==> config.mk <==
export PLATFORM = sky130hd
export DESIGN_NAME = rv32i_decode_stage
export DESIGN_NICKNAME = d
export VERILOG_FILES = /design/src/rtl/rv32i_pkg.sv /design/src/rtl/rv32i_imm_gen.sv /design/src/rtl/rv32i_decode_stage.sv
export SDC_FILE = /design/constraint.sdc
export NUM_CORES = 1
export LEC_CHECK = 0
export CORE_AREA = 5 5 109 152
export CTS_BUF_LIST = sky130_fd_sc_hd__clkbuf_16
export DETAILED_ROUTE_END_ITERATION = 16
export DIE_AREA = 0 0 114 157
export SLEW_MARGIN = 20
export SYNTH_ARGS = -nofsm -noshare
export SYNTH_HDL_FRONTEND = slang
export SYNTH_SLANG_ARGS = --single-unit
==> constraint.sdc <==
create_clock -name CLK -period 4.2 [get_ports CLK]
set_input_delay 0.84 -clock CLK [delete_from_list [all_inputs] [get_ports CLK]]
set_output_delay 0.84 -clock CLK [all_outputs]
set_load 0.005 [all_outputs]
==> src/rtl/rv32i_pkg.sv <==
// Shared RV32I decode definitions: widths, major opcodes, funct3 names and the
// op_class / alu_op encodings presented to execute.
package rv32i_pkg;

  localparam int XLEN  = 32;
  localparam int RAW   = 5;
  localparam int OPC_W = 4;

  localparam logic [6:0] OPC_LUI    = 7'b0110111;
  localparam logic [6:0] OPC_AUIPC  = 7'b0010111;
  localparam logic [6:0] OPC_JAL    = 7'b1101111;
  localparam logic [6:0] OPC_JALR   = 7'b1100111;
  localparam logic [6:0] OPC_BRANCH = 7'b1100011;
  localparam logic [6:0] OPC_LOAD   = 7'b0000011;
  localparam logic [6:0] OPC_STORE  = 7'b0100011;
  localparam logic [6:0] OPC_OPIMM  = 7'b0010011;
  localparam logic [6:0] OPC_OP     = 7'b0110011;
  localparam logic [6:0] OPC_FENCE  = 7'b0001111;
  localparam logic [6:0] OPC_SYSTEM = 7'b1110011;

  localparam logic [2:0] F3_ADD  = 3'b000;
  localparam logic [2:0] F3_SLL  = 3'b001;
  localparam logic [2:0] F3_SLT  = 3'b010;
  localparam logic [2:0] F3_SLTU = 3'b011;
  localparam logic [2:0] F3_XOR  = 3'b100;
  localparam logic [2:0] F3_SR   = 3'b101;
  localparam logic [2:0] F3_OR   = 3'b110;
  localparam logic [2:0] F3_AND  = 3'b111;

  localparam logic [6:0] F7_ALT = 7'h20;

  // CLS_ILLEGAL marks an opcode outside the RV32I base set.
  typedef enum logic [OPC_W-1:0] {
    CLS_LUI, CLS_AUIPC, CLS_JAL, CLS_JALR, CLS_BRANCH, CLS_LOAD,
    CLS_STORE, CLS_OPIMM, CLS_OP, CLS_FENCE, CLS_SYSTEM,
    CLS_ILLEGAL = 4'hF
  } op_class_e;

  typedef enum logic [OPC_W-1:0] {
    ALU_ADD, ALU_SUB, ALU_SLL, ALU_SLT, ALU_SLTU, ALU_XOR,
    ALU_SRL, ALU_SRA, ALU_OR, ALU_AND, ALU_PASSB
  } alu_op_e;

  // Register-register and register-immediate arithmetic share funct3; only OP has SUB.
  function automatic alu_op_e arith_alu(input logic [2:0] f3, input logic alt,
                                        input logic is_op);
    alu_op_e r;
    case (f3)
      F3_ADD:  r = (alt && is_op) ? ALU_SUB : ALU_ADD;
      F3_SLL:  r = ALU_SLL;
      F3_SLT:  r = ALU_SLT;
      F3_SLTU: r = ALU_SLTU;
      F3_XOR:  r = ALU_XOR;
      F3_SR:   r = alt ? ALU_SRA : ALU_SRL;
      F3_OR:   r = ALU_OR;
      default: r = ALU_AND;
    endcase
    return r;
  endfunction

endpackage

==> src/rtl/rv32i_imm_gen.sv <==
// Immediate generator: picks the I/S/B/U/J format from the decoded class and
// sign-extends it to XLEN. OP and unknown opcodes carry no immediate.
module rv32i_imm_gen
  import rv32i_pkg::*;
(
  input  logic [31:0]     instr,
  input  op_class_e       op_class,
  output logic [XLEN-1:0] imm
);

  always_comb begin
    imm = '0;
    case (op_class)
      CLS_LUI, CLS_AUIPC:
        imm = {instr[31:12], 12'h000};
      CLS_JAL:
        imm = {{11{instr[31]}}, instr[31], instr[19:12], instr[20], instr[30:21], 1'b0};
      CLS_JALR, CLS_LOAD, CLS_OPIMM, CLS_FENCE, CLS_SYSTEM:
        imm = {{20{instr[31]}}, instr[31:20]};
      CLS_STORE:
        imm = {{20{instr[31]}}, instr[31:25], instr[11:7]};
      CLS_BRANCH:
        imm = {{19{instr[31]}}, instr[31], instr[7], instr[30:25], instr[11:8], 1'b0};
      default:
        imm = '0;
    endcase
  end

endmodule

==> src/rtl/rv32i_decode_stage.sv <==
// RV32I decode stage: combinational field decode and register-file read request in
// the accept cycle, one registered decode bundle towards execute.
module rv32i_decode_stage
  import rv32i_pkg::*;
(
  input  logic             CLK,
  input  logic             RST,
  input  logic             if_valid,
  output logic             if_ready,
  input  logic [31:0]      if_instr,
  input  logic [XLEN-1:0]  if_pc,
  input  logic             flush,
  output logic [RAW-1:0]   rs1,
  output logic [RAW-1:0]   rs2,
  output logic             rs1_ren,
  output logic             rs2_ren,
  output logic             ex_valid,
  input  logic             ex_ready,
  output logic [XLEN-1:0]  ex_pc,
  output logic [RAW-1:0]   ex_rd,
  output logic             ex_rd_wen,
  output logic [XLEN-1:0]  ex_imm,
  output logic [OPC_W-1:0] ex_alu_op,
  output logic [OPC_W-1:0] ex_op_class,
  output logic [2:0]       ex_funct3,
  output logic             ex_illegal
);

  // Handshake: a transfer happens on a rising edge where valid & ready are both high;
  // valid never depends on ready, and the producer holds its payload until transfer.
  logic       accept;
  logic [6:0] opcode;
  logic [2:0] f3;
  logic [6:0] f7;
  logic       uses_rs1, uses_rs2, has_rd, bad, illegal, rd_wen;
  op_class_e  cls;
  alu_op_e    alu;
  logic [XLEN-1:0] imm;

  assign opcode = if_instr[6:0];
  assign f3     = if_instr[14:12];
  assign f7     = if_instr[31:25];

  always_comb begin
    cls      = CLS_ILLEGAL;
    alu      = ALU_ADD;
    uses_rs1 = 1'b0;
    uses_rs2 = 1'b0;
    has_rd   = 1'b0;
    bad      = 1'b0;
    case (opcode)
      OPC_LUI:    begin cls = CLS_LUI; has_rd = 1'b1; alu = ALU_PASSB; end
      OPC_AUIPC:  begin cls = CLS_AUIPC; has_rd = 1'b1; end
      OPC_JAL:    begin cls = CLS_JAL; has_rd = 1'b1; end
      OPC_JALR:   begin
        cls = CLS_JALR; has_rd = 1'b1; uses_rs1 = 1'b1;
        bad = (f3 != 3'b000);
      end
      OPC_BRANCH: begin
        cls = CLS_BRANCH; uses_rs1 = 1'b1; uses_rs2 = 1'b1; alu = ALU_SUB;
        bad = (f3 == 3'b010) || (f3 == 3'b011);
      end
      OPC_LOAD:   begin
        cls = CLS_LOAD; has_rd = 1'b1; uses_rs1 = 1'b1;
        bad = (f3 == 3'b011) || (f3 == 3'b110) || (f3 == 3'b111);
      end
      OPC_STORE:  begin
        cls = CLS_STORE; uses_rs1 = 1'b1; uses_rs2 = 1'b1;
        bad = (f3 >= 3'b011);
      end
      OPC_OPIMM:  begin
        cls = CLS_OPIMM; has_rd = 1'b1; uses_rs1 = 1'b1;
        alu = arith_alu(f3, f7[5], 1'b0);
        bad = ((f3 == F3_SLL) && (f7 != 7'h00)) ||
              ((f3 == F3_SR) && (f7 != 7'h00) && (f7 != F7_ALT));
      end
      OPC_OP:     begin
        cls = CLS_OP; has_rd = 1'b1; uses_rs1 = 1'b1; uses_rs2 = 1'b1;
        alu = arith_alu(f3, f7[5], 1'b1);
        bad = ((f7 != 7'h00) && (f7 != F7_ALT)) ||
              ((f7 == F7_ALT) && (f3 != F3_ADD) && (f3 != F3_SR));
      end
      OPC_FENCE:  cls = CLS_FENCE;
      OPC_SYSTEM: begin cls = CLS_SYSTEM; has_rd = 1'b1; end
      default:    bad = 1'b1;
    endcase
  end

  // Every listed opcode ends in 2'b11, but keep the compressed-quadrant test explicit.
  assign illegal  = bad | (if_instr[1:0] != 2'b11);
  assign rd_wen   = has_rd & (if_instr[11:7] != 5'd0) & ~illegal;

  assign if_ready = ~RST & ~flush & (~ex_valid | ex_ready);
  assign accept   = if_valid & if_ready;

  assign rs1      = if_instr[19:15];
  assign rs2      = if_instr[24:20];
  assign rs1_ren  = accept & uses_rs1 & ~illegal;
  assign rs2_ren  = accept & uses_rs2 & ~illegal;

  rv32i_imm_gen u_imm_gen (
    .instr    (if_instr),
    .op_class (cls),
    .imm      (imm)
  );

  always_ff @(posedge CLK) begin
    if (RST) begin
      ex_valid    <= 1'b0;
      ex_pc       <= '0;
      ex_rd       <= '0;
      ex_rd_wen   <= 1'b0;
      ex_imm      <= '0;
      ex_alu_op   <= '0;
      ex_op_class <= '0;
      ex_funct3   <= '0;
      ex_illegal  <= 1'b0;
    end else if (flush) begin
      ex_valid <= 1'b0;
    end else if (accept) begin
      ex_valid    <= 1'b1;
      ex_pc       <= if_pc;
      ex_rd       <= if_instr[11:7];
      ex_rd_wen   <= rd_wen;
      ex_imm      <= imm;
      ex_alu_op   <= alu;
      ex_op_class <= cls;
      ex_funct3   <= f3;
      ex_illegal  <= illegal;
    end else if (ex_ready) begin
      ex_valid <= 1'b0;
    end
  end

endmodule

== Yosys cells after proc, flatten, opt, wreduce, memory -nomap -nowiden ==
Index checks and enable logic that the tools add are counted.
Widths: inputs -> output; s select.

* Flip-flop bits (word level): 83
* Input bits: 69
* Word-level logic and storage cells: 94

* $lt $le $gt $ge: 1
* Equal/unequal tests: 31
* Multiplexer cells: 13
* Bitwise logic cells: 15
* Reductions and logical operators: 25

{| class="wikitable"
|+ Operators with widths
! cell !! count
|-
| $pmux 32 s5 || 1
|-
| $pmux 4 s7 || 2
|-
| $pmux 4 s11 || 1
|-
| $eq 7x6->1 const B || 4
|-
| $eq 7x7->1 const B || 4
|-
| $eq 4x3->1 const B || 4
|-
| $pmux 4 s4 || 1
|-
| $eq 7x5->1 const B || 2
|-
| $eq 3x3->1 const B || 4
|-
| $reduce_or 5->1 || 2
|-
| $and 1x1->1 || 9
|-
| $eq 4x2->1 const B || 2
|-
| $eq 4x4->1 const B || 2
|-
| $reduce_or 8->1 || 1
|-
| $eq 7x2->1 const B || 1
|-
| $eq 7x4->1 const B || 1
|-
| $mux 1 || 7
|-
| $ne 7x6->1 const B || 1
|-
| $pmux 1 s7 || 1
|-
| $reduce_bool 7->1 || 1
|-
| $eq 3x2->1 const B || 2
|-
| $logic_and 1x1->1 || 6
|-
| $reduce_or 6->1 || 1
|-
| $logic_or 1x1->1 || 5
|-
| 15 further kinds || 20
|}

== Depth between registers and ports, before layout ==
* Depth after elaboration: 8
* Gate-level depth with buffers: 7
* Gate-level depth less buffers: 5

== Cells and area by module ==
A second synthesis with hierarchy kept.

* Cell total of the unflattened synthesis: 564
* Area total of the unflattened synthesis: 4091.4 um2

{| class="wikitable"
|+ By module, submodules not included
! module !! instances !! cells an instance !! area an instance (um2) !! seq. area each (um2)
|-
| rv32i_decode_stage || 1 || 463 || 3517.1 || 1661.6
|-
| rv32i_imm_gen || 1 || 101 || 574.3 || 0.0
|}

== Least setup slack after synthesis ==
OpenSTA, ideal clock, no wires.

* Kind: input -> output
* From: input port if_instr[28]
* To: output port rs2_ren
* Arrival: 2177 ps
* Slack: 1183 ps
* Stages on the path: 5
* Buffers on the path: 0
* Path through: or4_1 > o311ai_1 > a31oi_1 > a31o_2 > a2111oi_2

* Longest elaborated chain between the ends: 8
* Elaborated cells between the ends (all ways): 15
* Classes of those cells: eq/ne: 2; mux: 1; bitwise: 3; reduce/logical: 9

{| class="wikitable"
|+ RTL lines
! element !! RTL line !! source
|-
| start, declared || rv32i_decode_stage.sv:10 || <nowiki>input logic [31:0] if_instr,</nowiki>
|-
| $eq 7x6->1 / $reduce_bool 7->1 (equally long branches) || - ||
|-
| $logic_and 1x1->1 (on tied branches) (2 in a row) || rv32i_decode_stage.sv:81, rv32i_decode_stage.sv:75 ||
|-
| $logic_or 1x1->1 (on tied branches) || rv32i_decode_stage.sv:80, rv32i_decode_stage.sv:74 ||
|-
| $pmux 1 s7 (*) || rv32i_decode_stage.sv:51 || <nowiki>case (opcode)</nowiki>
|-
| $or 1x1->1 (*) || rv32i_decode_stage.sv:90 || <nowiki>assign illegal = bad | (if_instr[1:0] != 2'b11);</nowiki>
|-
| $not 1->1 (*) || rv32i_decode_stage.sv:99 || <nowiki>assign rs2_ren = accept & uses_rs2 & ~illegal;</nowiki>
|-
| $and 1x1->1 (*) || rv32i_decode_stage.sv:99 ||
|-
| end, declared || rv32i_decode_stage.sv:16 || <nowiki>output logic rs2_ren,</nowiki>
|}

Mark *: on every way between the ends. The rest lies on a longest branch, timed or not.

== Worst setup path after layout ==
* From: input port if_instr[28]
* To: output port rs1_ren

* Longest elaborated chain between the ends: 8
* Elaborated cells between the ends (all ways): 15
* Classes of those cells: eq/ne: 2; mux: 1; bitwise: 3; reduce/logical: 9

{| class="wikitable"
|+ RTL lines
! element !! RTL line !! source
|-
| $eq 7x6->1 / $reduce_bool 7->1 (equally long branches) || - ||
|-
| $logic_and 1x1->1 (on tied branches) (2 in a row) || rv32i_decode_stage.sv:81, rv32i_decode_stage.sv:75 ||
|-
| $logic_or 1x1->1 (on tied branches) || rv32i_decode_stage.sv:80, rv32i_decode_stage.sv:74 ||
|-
| $pmux 1 s7 (*) || rv32i_decode_stage.sv:51 ||
|-
| $or 1x1->1 (*) || rv32i_decode_stage.sv:90 ||
|-
| $not 1->1 (*) || rv32i_decode_stage.sv:98 || <nowiki>assign rs1_ren = accept & uses_rs1 & ~illegal;</nowiki>
|-
| $and 1x1->1 (*) || rv32i_decode_stage.sv:98 ||
|-
| end, declared || rv32i_decode_stage.sv:15 || <nowiki>output logic rs1_ren,</nowiki>
|}

Marks and branches as above.

==> key figures <==
Outcome
  – Status: completed

Logic synthesis
  – Netlist cell types: 57
  – Syn Nets: 521
  – Top area cells in the synthesized netlist: dfxtp_1 45%, nand2_1 10%, a21oi_1 8.0%, a22oi_1 2.6%, a221o_1 2.4%
  – Number of synthesized register bits: 83
  – EDFF count, synth: 0
  – Sequential area share after synthesis: 45.0%
  – Yosys top cell area share: 45.0%
  – Async set-or-reset flop fraction in the synthesized netlist: 0%
  – Synth area leader: dfxtp_1
  – Mapped Area: 3690 sq um
  – Post-Syn Instances: 452
  – Avg Inst Size Synth: 8.17 sq um
  – YS warnings: 0
  – Post-synth top flop: dfxtp_1

Drt
  – Wire per inst: 17.7 microns
  – Via-to-Cell Ratio: 4.84
  – WL final: 14,300 microns
  – DRT Pass-1 Iters: 4
  – Detailed Route Iter0 Violations: 156
  – Residual DRC count: 0
  – Vias: 3,909
  – Remaining antenna violation count: 0

Global route
  – Pin count of the biggest net entering global routing: 63
  – Total GRT Usage: 15.5%
  – Vias in the first global route: 3,895
  – Met3 GRT Util: 4.12%
  – Antenna violations before repair: 0
  – Met1 Usage GRT: 17.2%
  – M2 GR Usage: 28.4%
  – GR peak layer: met2
  – GRT overflow: 0
  – First-pass GRT wire length: 21,800 microns

Timing
  – Hold Violations, Final: 0
  – Worst-margin pin slew: 0.923 ns
  – Final Cycle Share: 99.1%
  – Max-slew violations: 0
  – Worst clock skew: 0.00513 ns
  – Final min period: 4.16 ns
  – RSZ-0062 raised after global routing: yes
  – Worst rel slew slack: 38.5%
  – Fmax: 0.240 GHz
  – Final setup vio count: 0
  – Final hold slack: 0.454 ns

Floorplan
  – Die Span Y: 157 microns
  – Die area: 17,900 sq um
  – Starting Density: 24.8%
  – Core area: 14,900 sq um
  – Boundary pin count: 165
  – Chip width: 114 microns
  – Row count: 53

Run
  – Max-cap violations: 0

Worst setup path
  – CP Launch Type: primary input
  – Crit path kind: in2out
  – Slowest-stage cell, CP: or4_4
  – Max Fanout on Critical Path: 3
  – Crit path largest cell delay: 0.58 ns
  – Cells along the critical path: clkdlybuf4s50_1, or4_4, o311ai_1, a31oi_1, a31o_2, nor3_1, clkdlybuf4s50_1
  – R2r startpoint: ex_valid
  – CP arrival: 3.32 ns
  – Crit. Startpoint: if_instr[28]
  – CP Buf/Inv Count: 2
  – Critical Path Most Common Cell: clkdlybuf4s50_1
  – Critical path capture point type: output pin
  – Worst path required time: 3.36 ns
  – Family with the most delay on the worst path: buffers and inverters

Cells and area
  – Area Overhead vs Synth: 59.3%
  – Post-Route Utilization: 39.5%
  – Final std cells w/o fill: 807
  – Nets: 679
  – Fill count: 1,518
  – Register area: 1660 sq um
  – # diodes: 0
  – Share of layout cells above drive strength 1: 8.94%
  – Area of the multi-input gates: 1800 sq um

Worst hold path
  – Hold wc startpoint: ex_pc[7]
  – Hold/Removal Path Class: reg2reg

Power
  – Pwr Density: 328 nW/um^2
  – Total leakage power: 2.04 nW
  – Psw: 0.000467 W
  – P_int: 0.00146 W
  – Clock network power share: 44.1%
  – Combinational cell fraction of total power: 13.7%
  – Pwr Total: 0.00193 W
  – VDD IR max: 209 uV
  – Sw frac: 24.2%
  – Seq pwr share: 42.2%

Clock tree
  – CTS HTree Levels: 3
  – CTS tree: yes
  – Worst-path clk slew: 0.07 ns
  – Clock tree sinks: 83
  – Root Buffer: clkbuf_16
  – Num CTS Buffers: 9
  – Clk_lat worst skew: 0.33 ns
  – Clock buffer depth: 2
  – # hold bufs at CTS: 0

Place
  – Post-detail-place hpwl: 11,000 microns
  – # port buffers: 164
  – Placer congestion estimate: 0.870
  – Number of cells after detailed placement: 791
-- cells in the final DEF (no fill, tap or decap), types with 8 or more instances in the layout --
master and n:
nor2b_1 8, buf_4 28, nand2_1 100, clkbuf_16 9
dfxtp_1 83, nor2_1 23, a21oi_1 59, clkdlybuf4s50_1 163
a221o_1 9, o21ai_0 17, a22oi_1 13
-- metal layers --
metal  part of all wire [%]  up-vias
met3                    6.5       16
met4                    2.0        0
met1                     37     1878
li1                       -     1912
met2                     54      103
met5                      0        -
-- kinds of logic (layout without fill, tap and decap cells) --
group | Yosys count | count (layout) | share of synthesized area (%)
xor+xnor | 3 | 3 | 0.711
compound gates | 144 | 144 | 26.1
buf+inv | 51 | 214 | 6.98
simple gates | 168 | 168 | 20.4
mux | 3 | 3 | 0.847
flops | 83 | 83 | 45.0
-- power groups by stage --
| stage | Combinational (W) | Clock [W] | Sequential [W] |
|---|---|---|---|
| floorplan | 0.000104 | 0 | 0.000833 |
| global placement | 0.000263 | 0 | 0.000831 |
| detailed placement | 0.000265 | 0 | 0.000832 |
| CTS | 0.000267 | 0.000882 | 0.000814 |
| global route | 0.000287 | 0.000912 | 0.000816 |
| finish | 0.000265 | 0.000852 | 0.000814 |
-- through the flow --
stage	TNS [ns]	setup slack [ns]	instance area [sq um]
floorplan	0	1.18	3690
global placement	-0.00274	-0.00274	5550
detailed placement	-0.0163	-0.0163	5550
CTS	0	0.0393	5870
global route	-0.130	-0.0776	5890
finish	0	0.0366	5890
-- final timing paths --
check / endpoint / slack (ns) / depth (start not counted)
worst max register to register: ex_pc[29] / 2.25 / 6
worst min register to register: ex_pc[7] / 0.45 / 2
worst max-delay path: rs1_ren / 0.04 / 7
worst min-delay path: ex_pc[7] / 0.45 / 2
-- cell usage after synthesis, types with 2 or more instances --
cell type and instances:
clkbuf_1 22, nor3_1 3, and2_1 2, o211ai_1 3
a221o_1 9, xor2_1 2, a22o_1 6, a21o_1 2
mux2i_1 2, o22ai_1 2, buf_4 10, and2b_1 2
nand3_1 5, nand2_1 101, a31oi_1 3, nor4_1 2
a211oi_1 6, inv_1 6, o21ai_0 18, and3_1 3
dfxtp_1 83, nand2b_1 5, a21oi_1 59, a32oi_1 6
or4_1 2, nand4_1 4, nor2b_1 8, a22oi_1 13
buf_2 11, or3_1 2, buf_6 2, nor2_1 23
-- worst min-delay path, stage by stage (launching register included) --
cell and delay (ns):
dfxtp_1 0.31, nand2_1 0.05, a21oi_1 0.05
-- final cells by class --
type	count	area share [%]
Multi-Input combinational cell	318	30.6
Timing Repair Buffer	192	31.4
Tap cell	192	4.08
Sequential cell	83	28.2
Inverter	6	0.383
Clock buffer	9	3.83
Clock inverter	7	1.55
-- flip-flops by register name, summed over array words and instances (netlist names) --
register and count:
ex_pc 32, ex_funct3 3, ex_valid 1, ex_alu_op 4, ex_rd 5, ex_op_class 4, ex_illegal 1, ex_rd_wen 1
ex_imm 32
-- repair_timing --
item	CTS	global route
buffers inserted	0	0
endpoints found under the setup margin	1	2
gates resized for setup	1	1
Note: power is estimated with default switching activity, not from simulation.
